[config.mk]
export PLATFORM = sky130hd
export DESIGN_NAME = pll_lock_supervisor
export DESIGN_NICKNAME = d
export VERILOG_FILES = /design/src/rtl/pll_lock_supervisor.sv
export SDC_FILE = /design/constraint.sdc
export NUM_CORES = 1
export LEC_CHECK = 0
export CORE_AREA = 2 2 54 56
export CTS_CLUSTER_SIZE = 30
export DETAILED_ROUTE_END_ITERATION = 8
export DIE_AREA = 0 0 56 58
export GPL_ROUTABILITY_DRIVEN = 0
export PLACE_DENSITY_LB_ADDON = 0.2
export SKIP_LAST_GASP = 1
export SLEW_MARGIN = 20
export SYNTH_ARGS = -nofsm -noshare
export SYNTH_HDL_FRONTEND = slang
export SYNTH_SLANG_ARGS = --single-unit
[constraint.sdc]
create_clock -name sys_clk -period 3.8 [get_ports sys_clk]
set_input_delay 0.76 -clock sys_clk [delete_from_list [all_inputs] [get_ports sys_clk]]
set_output_delay 0.76 -clock sys_clk [all_outputs]
set_load 0.1 [all_outputs]
[src/rtl/pll_lock_supervisor.sv]
// PLL lock supervisor: synchronises pll_lock, qualifies it, sequences resets and retries.
// Optional WAIT_LOCK timeout with PLL reset retry is enabled by defining PLL_LOCK_TIMEOUT_EN.
module pll_lock_supervisor #(
  parameter int STABLE_CYCLES    = 1024,
  parameter int TIMEOUT_CYCLES   = 65536,
  parameter int RST_PULSE_CYCLES = 16
) (
  input  logic       sys_clk,
  input  logic       sys_rst_n,
  input  logic       pll_lock,
  output logic       pll_rst,
  output logic       rst_out_n,
  output logic       locked,
  output logic       lost_lock,
  output logic [7:0] relock_cnt
);

  localparam int BASE_MAX = (STABLE_CYCLES > RST_PULSE_CYCLES) ? STABLE_CYCLES : RST_PULSE_CYCLES;
`ifdef PLL_LOCK_TIMEOUT_EN
  localparam int CNT_MAX = (TIMEOUT_CYCLES > BASE_MAX) ? TIMEOUT_CYCLES : BASE_MAX;
`else
  localparam int CNT_MAX = BASE_MAX;
`endif
  localparam int CNT_W = (CNT_MAX > 1) ? $clog2(CNT_MAX) : 1;

  localparam logic [CNT_W-1:0] RST_LAST    = CNT_W'(RST_PULSE_CYCLES - 1);
  localparam logic [CNT_W-1:0] STABLE_LAST = CNT_W'(STABLE_CYCLES - 1);
`ifdef PLL_LOCK_TIMEOUT_EN
  localparam logic [CNT_W-1:0] TIMEOUT_LAST = CNT_W'(TIMEOUT_CYCLES - 1);
`endif

  if (STABLE_CYCLES < 1 || TIMEOUT_CYCLES < 2 || RST_PULSE_CYCLES < 1) begin : g_bad_param
    $error("pll_lock_supervisor: parameter out of range");
  end

  typedef enum logic [1:0] {
    S_PLL_RST   = 2'd0,
    S_WAIT_LOCK = 2'd1,
    S_STABLE    = 2'd2,
    S_RUN       = 2'd3
  } state_t;

  state_t           state, state_nx;
  logic [CNT_W-1:0] cnt, cnt_nx;
  logic [7:0]       relock_nx;
  logic             lost_nx;
  logic             lock_sync_p0;
  logic             lock_s;

  function automatic logic [7:0] sat_inc(input logic [7:0] v);
    return (v == 8'hFF) ? v : v + 8'd1;
  endfunction

  // Stage p0/p1: two-flop synchroniser for the asynchronous lock input
  always_ff @(posedge sys_clk or negedge sys_rst_n) begin
    if (!sys_rst_n) begin
      lock_sync_p0 <= 1'b0;
      lock_s       <= 1'b0;
    end else begin
      lock_sync_p0 <= pll_lock;
      lock_s       <= lock_sync_p0;
    end
  end

  always_comb begin
    state_nx  = state;
    cnt_nx    = cnt + CNT_W'(1);
    relock_nx = relock_cnt;
    lost_nx   = 1'b0;
    case (state)
      S_PLL_RST: begin
        if (cnt == RST_LAST) state_nx = S_WAIT_LOCK;
      end
      S_WAIT_LOCK: begin
        // Lock takes priority over a coincident timeout expiry
        if (lock_s) begin
          state_nx = S_STABLE;
        end
`ifdef PLL_LOCK_TIMEOUT_EN
        else if (cnt == TIMEOUT_LAST) begin
          state_nx  = S_PLL_RST;
          relock_nx = sat_inc(relock_cnt);
        end
`else
        else begin
          cnt_nx = '0;
        end
`endif
      end
      S_STABLE: begin
        if (!lock_s) begin
          state_nx = S_WAIT_LOCK;
        end else if (cnt == STABLE_LAST) begin
          state_nx = S_RUN;
        end
      end
      S_RUN: begin
        cnt_nx = '0;
        if (!lock_s) begin
          state_nx  = S_PLL_RST;
          lost_nx   = 1'b1;
          relock_nx = sat_inc(relock_cnt);
        end
      end
      default: begin
        state_nx = S_PLL_RST;
      end
    endcase
    if (state_nx != state) cnt_nx = '0;
  end

  // Outputs are registered from the next state so they move on the transition edge
  always_ff @(posedge sys_clk or negedge sys_rst_n) begin
    if (!sys_rst_n) begin
      state      <= S_PLL_RST;
      cnt        <= '0;
      pll_rst    <= 1'b1;
      rst_out_n  <= 1'b0;
      locked     <= 1'b0;
      lost_lock  <= 1'b0;
      relock_cnt <= 8'd0;
    end else begin
      state      <= state_nx;
      cnt        <= cnt_nx;
      pll_rst    <= (state_nx == S_PLL_RST);
      rst_out_n  <= (state_nx == S_RUN);
      locked     <= (state_nx == S_RUN);
      lost_lock  <= lost_nx;
      relock_cnt <= relock_nx;
    end
  end

endmodule

==> results.sh <==
export IMPL_die_area_mm2=0.003248
export IMPL_endpoint_kind="output pin"
export IMPL_slowest_delay_ps=1110
export IMPL_initial_core_util_pct=43.33
export IMPL_io_buffers=14
export IMPL_vias=836
export IMPL_r2r_start="cnt[6]"
export IMPL_final_min_clock_period_ps=2726
export IMPL_ys_top_cells_by_area="dfrtp_1, xnor2_1, a22oi_1"
export IMPL_grt_usage_pct=13.70
export IMPL_syn_cell_area_mm2=0.001154
export IMPL_clock_sinks=25
export IMPL_clock_path_buffers=2
export IMPL_seq_area_frac_synth_pct=54.34
export IMPL_yosys_area_share_simple_pct=16.27
export IMPL_tightest_slew_ps=983.3
export IMPL_clock_latency_ps=310
export IMPL_core_area_mm2=0.002663
export IMPL_ant_nets=0
export IMPL_synth_distinct_cells=35
export IMPL_synth_top_family_by_area="simple AND/OR/NAND/NOR gates"
export IMPL_grt_max_degree=26
export IMPL_cts_hold_buf=0
export IMPL_arrival_ps=1970
export IMPL_cts_tree="done"
export IMPL_cpMaxStageDelayCell="clkdlybuf4s50_1"
export IMPL_htree_levels=1
export IMPL_fmaxAchievable_mhz=366.8
export IMPL_holdCritStartpoint="lock_sync_p0"
export IMPL_routed_wl_um=1988
export IMPL_die_w_um=56
export IMPL_synth_mux_area_fraction_pct=0.9761
export IMPL_synth_compound_area_share_pct=15.94
export IMPL_finalMaxSlewViolations=0
export IMPL_cts_buffers_inserted=3
export IMPL_dr_pass1_iters=4
export IMPL_yosysTopAreaCell="dfrtp_1"
export IMPL_worstPathRequired_ps=3040
export IMPL_irDropWorstVdd_mv=0.4838
export IMPL_synth_seq_cells=25
export IMPL_layout_nets=124
export IMPL_crit_start="pll_rst"
export IMPL_antenna_found_initial=0
export IMPL_slew_limit_headroom_pct=34.24
export IMPL_synthAdderAreaFrac_pct=2.169
export IMPL_worstPathCellList="clkdlybuf4s50_1"
export IMPL_reg2reg_slack_ps=1690
export IMPL_drt_initial_drc_count=27
export IMPL_io_pins=15
export IMPL_remaining_drc_errors=0
export IMPL_wl_per_cell_um=13.34
export IMPL_cts_clk_slew_worst_paths_ps=130
export IMPL_synth_area_per_cell_um2=11.31
export IMPL_cts_setup_buffers=0
export IMPL_worst_hold_slack_ps=360.9
export IMPL_synth_nets=107
export IMPL_synth_top_cell_area_share_pct=52.06
export IMPL_rsz0062_at_grt="false"
export IMPL_finalSetupTns_ps=0
export IMPL_hpwl_um=1449
export IMPL_p_per_area_mw_per_mm2=642.6
export IMPL_overflow=0
export IMPL_areaGrowthSynthToFinish_pct=16.59
export IMPL_critPathBufInv=1
export IMPL_hold_class="flip-flop to flip-flop"
export IMPL_via_per_inst=5.611
export IMPL_post_route_period_util_pct=71.74
export IMPL_worst_path_max_fanout=1
export IMPL_rows=19
export IMPL_setup_worst_path_start_class="flip-flop"
export IMPL_worstSetupPathType="flip-flop to output pin"
export IMPL_cpLargestDelayFamily="buffers and inverters"
export IMPL_root_buffer="clkbuf_4"
export IMPL_grt_pass1_wl_um=3470
export IMPL_yosys_warnings=0
export IMPL_cts_resized=0
export IMPL_drive_gt1_share_pct=9.322
export IMPL_status="finished clean"
export IMPL_finalClockSkew_ps=14.88
export IMPL_netlist_instances=102
export IMPL_setup_viol=0
export IMPL_maxCapViolations=0
export IMPL_antenna_cells=0
export IMPL_synthXorXnorAreaFrac_pct=7.592
export IMPL_die_y_um=58
export IMPL_hold_viol=0
export IMPL_grt_pass1_vias=769
export IMPL_p_leak_nw=0.5764
## worst paths after layout
path	endpoint	cells after the start
setup / recovery	pll_rst	1
hold / removal	lock_s	0
setup reg to reg	cnt[5]	4
hold reg to reg	lock_s	0
max in group asynchronous	relock_cnt[0]	1
min in group asynchronous	cnt[7]	1
## flip-flops by register name, summed over array words and instances, names as in the netlist
register / count
lost_lock: 1
relock_cnt: 8
pll_rst: 1
locked: 1
lock_s: 1
cnt: 10
state: 2
lock_sync_p0: 1
## cell families (layout without fill, tap and decap cells)
group | Yosys count | after routing
compound gates | 26 | 26
xor+xnor | 10 | 10
buf+inv | 7 | 23
mux | 1 | 1
fa+ha+maj | 2 | 2
flops | 25 | 25
simple gates | 31 | 31
## synth_stat cells
library cell and number:
a2111oi_0 1, a211oi_2 1, a21boi_0 1, a21oi_1 5
a22oi_1 5, a311o_1 1, a311oi_1 1, and2_1 1
and3_1 2, and4_1 1, and4_2 1, buf_2 1
buf_4 1, clkbuf_1 1, dfrtp_1 24, dfstp_2 1
ha_1 2, inv_1 4, mux2_2 1, nand2_1 4
nand3_1 5, nand3b_1 1, nand4_1 4, nor2_1 3
nor4bb_1 1, o2111ai_1 1, o211ai_1 3, o21ai_0 4
o31ai_1 3, or2_2 1, or3_1 2, or3_2 1
or4_1 4, xnor2_1 7, xor2_1 3
## cell usage in the layout (no fill, tap or decap), types with 2 or more instances in the layout
cell / count
and3_1: 2
clkbuf_4: 3
o31ai_1: 3
inv_1: 4
or3_1: 2
xnor2_1: 7
dfrtp_1: 24
a21oi_1: 5
nand4_1: 4
ha_1: 2
xor2_1: 3
nand2_1: 4
nor2_1: 3
a22oi_1: 5
o211ai_1: 3
nand3_1: 5
or4_1: 4
o21ai_0: 4
clkdlybuf4s50_1: 13
## metal layers
| metal | GRT usage [%] | wire length, um | vias up |
|---|---|---|---|
| li1 | - | - | 421 |
| met1 | 19.19 | 1017 | 399 |
| met2 | 20.17 | 869 | 14 |
| met3 | 4.911 | 84 | 2 |
| met4 | 4.082 | 16 | 0 |
| met5 | 0 | 0 | - |
## through the flow
step | cell area [um2] | worst slack [ps] | instances | utilization [%] | power (mW)
3_5_place_dp | 1319 | 1433 | 145 | 49.53 | 0.7575
5_1_grt | 1345 | 1013 | 149 | 50.52 | 0.9170
3_3_place_gp | 1324 | 1430 | 145 | 49.72 | 0.7541
6_report | 1345 | 1074 | 149 | 50.52 | 0.8643
4_1_cts | 1345 | 1066 | 149 | 50.52 | 0.8733
2_1_floorplan | 1154 | 1553 | 102 | - | 0.6667
## power by group
part	internal, mW	switching, mW	leakage (nW)
combinational	0.101	0.280	0.230
clock	0.0410	0.0734	0.0150
sequential	0.319	0.0503	0.331
## final cells by class
type                            count  area, um2
Inverter                            4      15.01
Multi-Input combinational cell     70      495.5
Timing Repair Buffer               15      142.6
Clock buffer                        4      26.28
Fill cell                         267       1318
Tap cell                           31      38.79
Sequential cell                    25      626.9
(Power assumes the default switching activity.)
